`config.mk`:
```
export PLATFORM = sky130hd
export DESIGN_NAME = pc_sequencer_flat
export DESIGN_NICKNAME = d
export VERILOG_FILES = /design/src/rtl/pc_sequencer_if.sv /design/src/rtl/pc_sequencer.sv /design/src/flat_wrapper.sv
export SDC_FILE = /design/constraint.sdc
export NUM_CORES = 1
export LEC_CHECK = 0
export BUFFER_PORTS_ARGS = -buffer_cell sky130_fd_sc_hd__buf_4
export CORE_ASPECT_RATIO = 1.75
export CORE_MARGIN = 5
export CORE_UTILIZATION = 46
export CTS_CLUSTER_SIZE = 8
export DETAILED_ROUTE_END_ITERATION = 8
export GPL_TIMING_DRIVEN = 0
export PLACE_DENSITY = 0.79
export SYNTH_ARGS = -nofsm -noshare
export SYNTH_HDL_FRONTEND = slang
export SYNTH_SLANG_ARGS = --single-unit
```
`constraint.sdc`:
```
create_clock -name clk -period 1.6 [get_ports clk]
set_input_delay 0.16 -clock clk [delete_from_list [all_inputs] [get_ports clk]]
set_output_delay 0.16 -clock clk [all_outputs]
set_load 0.02 [all_outputs]
```
`src/rtl/pc_sequencer_if.sv`:
```
// Bundle of the sequencer's fetch, data-memory and decode-side signals.
// master = sequencer side, slave = memory/decoder/environment side.
interface pc_sequencer_if;
    localparam int unsigned XLEN = 32;
    localparam int unsigned SW   = 3;

    logic            stall;
    logic            imem_req;
    logic [XLEN-1:0] imem_addr;
    logic            imem_ack;
    logic [XLEN-1:0] imem_rdata;
    logic [XLEN-1:0] ir;
    logic            ir_valid;
    logic            is_mem;
    logic            branch_taken;
    logic [XLEN-1:0] branch_target;
    logic            mem_req;
    logic            mem_ack;
    logic            wb_en;
    logic [XLEN-1:0] pc;
    logic [SW-1:0]   state;
    logic [XLEN-1:0] retired;

    modport master (
        input  stall, imem_ack, imem_rdata, is_mem, branch_taken, branch_target, mem_ack,
        output imem_req, imem_addr, ir, ir_valid, mem_req, wb_en, pc, state, retired
    );

    modport slave (
        output stall, imem_ack, imem_rdata, is_mem, branch_taken, branch_target, mem_ack,
        input  imem_req, imem_addr, ir, ir_valid, mem_req, wb_en, pc, state, retired
    );
endinterface

```
`src/rtl/pc_sequencer.sv`:
```
// Multi-cycle control FSM owning the program counter:
// FETCH -> WAIT_I -> DECODE -> EXEC -> [MEM] -> WB, one instruction at a time.
module pc_sequencer #(
    parameter logic [31:0] RESET_PC = 32'h0000_0000,
    parameter logic [31:0] PC_STEP  = 32'd4
) (
    input logic           clk,
    input logic           resetn,
    pc_sequencer_if.master bus
);
    localparam int unsigned XLEN = 32;
    localparam int unsigned SW   = 3;

    localparam logic [SW-1:0] FETCH  = 3'd0;
    localparam logic [SW-1:0] WAIT_I = 3'd1;
    localparam logic [SW-1:0] DECODE = 3'd2;
    localparam logic [SW-1:0] EXEC   = 3'd3;
    localparam logic [SW-1:0] MEM    = 3'd4;
    localparam logic [SW-1:0] WB     = 3'd5;

    logic [SW-1:0]   state_q;
    logic [SW-1:0]   state_d;
    logic            imem_req_q;
    logic            imem_req_d;
    logic            mem_req_q;
    logic            mem_req_d;
    logic            ir_valid_q;
    logic            ir_valid_d;
    logic            wb_en_q;
    logic            wb_en_d;
    logic [XLEN-1:0] pc_q;
    logic [XLEN-1:0] pc_next_q;
    logic [XLEN-1:0] ir_q;
    logic [XLEN-1:0] retired_q;

    // State register; strobes are registered from the next state so they
    // line up with the state they belong to without any input-to-output path.
    always_ff @(posedge clk) begin
        if (!resetn) begin
            state_q    <= FETCH;
            imem_req_q <= 1'b0;
            mem_req_q  <= 1'b0;
            ir_valid_q <= 1'b0;
            wb_en_q    <= 1'b0;
        end else begin
            state_q    <= state_d;
            imem_req_q <= imem_req_d;
            mem_req_q  <= mem_req_d;
            ir_valid_q <= ir_valid_d;
            wb_en_q    <= wb_en_d;
        end
    end

    // Next-state and next-strobe logic; unused codes fall back to FETCH.
    always_comb begin
        state_d    = state_q;
        imem_req_d = 1'b0;
        mem_req_d  = 1'b0;
        ir_valid_d = 1'b0;
        wb_en_d    = 1'b0;

        case (state_q)
            FETCH:   if (!bus.stall) state_d = WAIT_I;
            WAIT_I:  if (bus.imem_ack) state_d = DECODE;
            DECODE:  state_d = EXEC;
            EXEC:    state_d = bus.is_mem ? MEM : WB;
            MEM:     if (bus.mem_ack) state_d = WB;
            WB:      state_d = FETCH;
            default: state_d = FETCH;
        endcase

        imem_req_d = (state_d == WAIT_I);
        mem_req_d  = (state_d == MEM);
        ir_valid_d = (state_d == DECODE);
        wb_en_d    = (state_d == WB);
    end

    // Datapath: IR captured on fetch ack, target resolved in EXEC, PC committed in WB.
    always_ff @(posedge clk) begin
        if (!resetn) begin
            pc_q      <= RESET_PC;
            pc_next_q <= RESET_PC;
            ir_q      <= '0;
            retired_q <= '0;
        end else begin
            if ((state_q == WAIT_I) && bus.imem_ack) begin
                ir_q <= bus.imem_rdata;
            end
            if (state_q == EXEC) begin
                pc_next_q <= bus.branch_taken ? (bus.branch_target & ~XLEN'(3))
                                              : (pc_q + PC_STEP);
            end
            if (state_q == WB) begin
                pc_q      <= pc_next_q;
                retired_q <= retired_q + XLEN'(1);
            end
        end
    end

    assign bus.imem_req  = imem_req_q;
    assign bus.imem_addr = pc_q;
    assign bus.ir        = ir_q;
    assign bus.ir_valid  = ir_valid_q;
    assign bus.mem_req   = mem_req_q;
    assign bus.wb_en     = wb_en_q;
    assign bus.pc        = pc_q;
    assign bus.state     = state_q;
    assign bus.retired   = retired_q;
endmodule

```
`src/flat_wrapper.sv`:
```
// flat-port wrapper written by rule: the top's interface ports become plain ports
module pc_sequencer_flat 
#(
    parameter logic [31:0] RESET_PC = 32'h0000_0000,
    parameter logic [31:0] PC_STEP  = 32'd4
)
  (clk, resetn, bus_stall, bus_imem_ack, bus_imem_rdata, bus_is_mem, bus_branch_taken, bus_branch_target, bus_mem_ack, bus_imem_req, bus_imem_addr, bus_ir, bus_ir_valid, bus_mem_req, bus_wb_en, bus_pc, bus_state, bus_retired);
  pc_sequencer_if bus_i ();
  input logic clk;
  input logic resetn;
  input wire logic [$bits(bus_i.stall)-1:0] bus_stall;
  input wire logic [$bits(bus_i.imem_ack)-1:0] bus_imem_ack;
  input wire logic [$bits(bus_i.imem_rdata)-1:0] bus_imem_rdata;
  input wire logic [$bits(bus_i.is_mem)-1:0] bus_is_mem;
  input wire logic [$bits(bus_i.branch_taken)-1:0] bus_branch_taken;
  input wire logic [$bits(bus_i.branch_target)-1:0] bus_branch_target;
  input wire logic [$bits(bus_i.mem_ack)-1:0] bus_mem_ack;
  output wire logic [$bits(bus_i.imem_req)-1:0] bus_imem_req;
  output wire logic [$bits(bus_i.imem_addr)-1:0] bus_imem_addr;
  output wire logic [$bits(bus_i.ir)-1:0] bus_ir;
  output wire logic [$bits(bus_i.ir_valid)-1:0] bus_ir_valid;
  output wire logic [$bits(bus_i.mem_req)-1:0] bus_mem_req;
  output wire logic [$bits(bus_i.wb_en)-1:0] bus_wb_en;
  output wire logic [$bits(bus_i.pc)-1:0] bus_pc;
  output wire logic [$bits(bus_i.state)-1:0] bus_state;
  output wire logic [$bits(bus_i.retired)-1:0] bus_retired;
  assign bus_i.stall = bus_stall;
  assign bus_i.imem_ack = bus_imem_ack;
  assign bus_i.imem_rdata = bus_imem_rdata;
  assign bus_i.is_mem = bus_is_mem;
  assign bus_i.branch_taken = bus_branch_taken;
  assign bus_i.branch_target = bus_branch_target;
  assign bus_i.mem_ack = bus_mem_ack;
  assign bus_imem_req = bus_i.imem_req;
  assign bus_imem_addr = bus_i.imem_addr;
  assign bus_ir = bus_i.ir;
  assign bus_ir_valid = bus_i.ir_valid;
  assign bus_mem_req = bus_i.mem_req;
  assign bus_wb_en = bus_i.wb_en;
  assign bus_pc = bus_i.pc;
  assign bus_state = bus_i.state;
  assign bus_retired = bus_i.retired;
  pc_sequencer #(.RESET_PC(RESET_PC), .PC_STEP(PC_STEP)) u_core (.clk(clk), .resetn(resetn), .bus(bus_i));
endmodule
```
==> run_results.csv <==
group,metric,value,unit
worst_setup_path,critPathCaptureType,"flop",
power,peakVddDrop,0.7393,mV
worst_setup_path,slowest_delay,370,ps
worst_setup_path,reg2reg_depth,7,
cells_and_area,layout-drive-gt1-share,38.42,%
clock_tree,max-clock-path-buffers,2,
worst_setup_path,crit_fanout,4,
place,io_buffers,202,
synth,synth_edf_count,0,
timing,fmax,619.9,MHz
route,wl_per_cell,17.31,µm
cells_and_area,fin_cells,1236,
timing,fin_worst_skew,11.47,ps
cells_and_area,diodes,0,
synth,synth_commonest_cells,"172 x nand2_1, 135 x dfxtp_1, 101 x a21oi_1",
worst_setup_path,worst_setup_path_start_kind,"flop",
route,drtIter0Drc,295,
global_routing,grt_pass1_vias,6709,
global_routing,grt_overflow,0,
synth,ys_top_cells_by_area,"dfxtp_1 44%, nand2_1 11%, a21oi_1 8.2%",
synth,synth_seq_cells,135,
clock_tree,clk_pin_slew,60,ps
route,drt_pass1_iterations,7,
flow_run,drv_cap,0,
global_routing,grt_first_pass_wirelength,32600,µm
timing,layout_setup_ws,-13.20,ps
power,p_leak,0.004044,µW
floorplan,io_pins,206,
clock_tree,cts_tree,"yes",
synth,synthDistinctLibCells,42,
synth,async_flop_share,0,%
worst_setup_path,reg2reg_to,"u_core.bus.retired[21]$_SDFFE_PN0N_",
cells_and_area,nFillCells,988,
place,routabilityCongestion,0.8922,
synth,synthDominantCellAreaShare,44.04,%
floorplan,core_area,0.01324,mm²
worst_setup_path,crit_top_cell,"buf_6",
worst_setup_path,path_cells,"buf_6 -> nand4_1 -> nor4_4 -> buf_6 -> and2_1 -> nand3_1 -> mux2i_1",
place,hpwl,14510,µm
synth,netlist_area,0.006137,mm²
worst_setup_path,slowest_stage,"dfxtp_4",
status,violations,"negative setup slack",
route,route.vias.total,6710,
worst_setup_path,crit_path_end,"u_core.bus.retired[21]$_SDFFE_PN0N_",
clock_tree,htreeDepth,4,
hold_path,min_path_cells,3,
worst_setup_path,worst-path-stages,7,
clock_tree,cts-root-buf,"clkbuf_16",
route,drc_errors,0,
route,postRouteWirelength,21390,µm
synth,ys.flop_type,"dfxtp_1",
timing,maxSlewViolCount,0,
clock_tree,clock_sinks,135,
clock_tree,cts_inserted_buffers,17,
power,power_density,862.9,mW/mm²
floorplan,die_w,97.32,µm
floorplan,start_util,46.34,%
hold_path,worstHoldPathType,"in2reg",
place,dp.cells,1141,
synth,synth_cells,765,
synth,synth.avg_cell_area,8.022,µm²
synth,ys_warn_count,0,
worst_setup_path,r2r-start,"u_core.bus.retired[0]$_SDFFE_PN0N_",
synth,syn_nets,838,
place,pre_cts_slack,-366.6,ps
timing,min_period,1613,ps
timing,setup_tns,-13.20,ps
floorplan,die_h,162.8,µm
floorplan,row_count,56,
cells_and_area,seq_area,0.002806,mm²
worst_setup_path,crit_arrival,1910,ps
timing,finalHoldViolCount,0,
timing,finalSetupViolations,1,
clock_tree,clk_latency,420,ps
timing,worst_pin_slew,661.7,ps
worst_setup_path,worst-endpoint-required,1900,ps
floorplan,die-area,0.01584,mm²
worst_setup_path,path_buf_inv,2,
synth,synth_most_common_cell,"nand2_1",
synth,synth_top_cell_by_area,"dfxtp_1",
worst_setup_path,path_delay_family,"simple AND/OR/NAND/NOR gates",
global_routing,antenna_found_initial,0,
route,ant_nets,0,
route,viasPerCell,5.429,
cells_and_area,multi_input_area,0.003206,mm²
cells_and_area,finalNetCount,1122,
cells_and_area,syn2layout_area_growth,54.54,%
timing,max_slew_margin,55.89,%
timing,grt_setup_unrepaired,"true",
synth,ys_seq_area_share,44.04,%
timing,min_period_over_period,100.8,%
status,status,"complete, but fails checks",
worst_setup_path,reg2reg_slack,-10,ps
worst_setup_path,worstSetupStartpoint,"u_core.bus.retired[0]$_SDFFE_PN0N_",
worst_setup_path,path_class,"reg2reg",
global_routing,grt_usage,25.41,%
global_routing,grt_max_degree,17,
[logic make-up (layout without fill, tap and decap cells)]
group	Yosys count	after routing	synth area share [%]
AOI/OAI and AO/OA	139	139	12.31
xor gates and xnor gates	47	47	6.707
adders and majority gates	2	2	0.4077
buffers and inverters	89	386	7.605
DFF	135	135	44.04
muxes	10	10	1.631
and+or+nand+nor	343	343	27.30
[how the worst min path moves through the flow]
| stage | start | endpoint | slack [ps] |
|---|---|---|---|
| 6_report | bus_imem_rdata[14] | u_core.bus.ir[14]$_SDFFE_PN0P_ | 9 |
| 5_1_grt | bus_imem_rdata[10] | u_core.bus.ir[10]$_SDFFE_PN0P_ | 10 |
| 4_1_cts | bus_imem_rdata[14] | u_core.bus.ir[14]$_SDFFE_PN0P_ | 2 |
| 3_5_place_dp | bus_imem_rdata[18] | u_core.bus.ir[18]$_SDFFE_PN0P_ | 420 |
| 3_3_place_gp | bus_imem_rdata[12] | u_core.bus.ir[12]$_SDFFE_PN0P_ | 410 |
| 2_1_floorplan | bus_imem_rdata[0] | u_core.bus.ir[0]$_SDFFE_PN0P_ | 300 |
[where the power goes]
group | internal (µW) | switching, µW | total (µW)
Combinational | 326 | 361 | 687
Sequential | 3380 | 37.6 | 3420
Clock | 2520 | 1560 | 4080
[state kept, by name, indices dropped and copies added (netlist names)]
name and cells:
u_core.bus.imem_req 1, u_core.bus.imem_addr 32, u_core.bus.wb_en 1, u_core.bus.state 3
u_core.bus.mem_req 1, u_core.bus.retired 32, u_core.pc_next_q 32, u_core.bus.ir 32
u_core.bus.ir_valid 1
[worst register-to-register path, cell delays in order (launching register included)]
cell and delay [ps]:
dfxtp_4 370, buf_6 100, nand4_1 190, nor4_4 220, buf_6 170, and2_1 210, nand3_1 110, mux2i_1 130
[through the flow]
step	utilization [%]	total power, µW	hold slack (ps)	instance area [µm²]
after global routing	71.62	8415	14.48	9484
after detailed placement	59.98	4100	418.5	7943
after CTS	69.04	8207	1.941	9143
final	71.62	8184	9.257	9484
after floorplan	-	3797	296.0	6208
after global placement	59.98	4089	407.2	7943
[repair_timing]
| item | in CTS | in global routing |
|---|---|---|
| buffers inserted | 21 | 18 |
| endpoints found under the setup margin | 111 | 96 |
| hold endpoints to repair | 28 | 0 |
| hold buffers | 28 | 0 |
| gates resized for setup | 53 | 74 |
| pin swaps | 7 | 24 |
[metal layers]
metal  vias to the layer above  routed length, µm  track usage, %
li1                       3140                  -               -
met1                      3154               7411           26.13
met5                         -                  0               0
met3                        89               1340           4.758
met2                       327              11620           47.04
met4                         0               1025           15.69
[cells in the final DEF, fill, tap and decap left out, drive strengths merged, types with 5 or more instances in the layout]
master / count
nor2: 40
clkinv: 5
buf: 282
dfxtp: 135
and4: 8
o211ai: 11
nor3: 12
clkbuf: 52
nand2: 172
nand3: 32
nand4: 19
nor4: 7
dlygate4sd3: 28
inv: 14
mux2i: 10
nand2b: 8
xor2: 30
xnor2: 17
o22ai: 10
a21oi: 101
and2: 8
nand3b: 15
and3: 15
o21ai: 8
[area by class of cell]
cell class                      count  area share [%]
Timing Repair Buffer              269           22.49
Clock inverter                     13           1.807
Sequential cell                   135           29.59
Clock buffer                       19           4.670
Tap cell                          174           2.296
Inverter                           11          0.4354
Multi-Input combinational cell    541           33.80
Buffer                             74           4.908
Note: power is estimated with default switching activity, not from simulation.
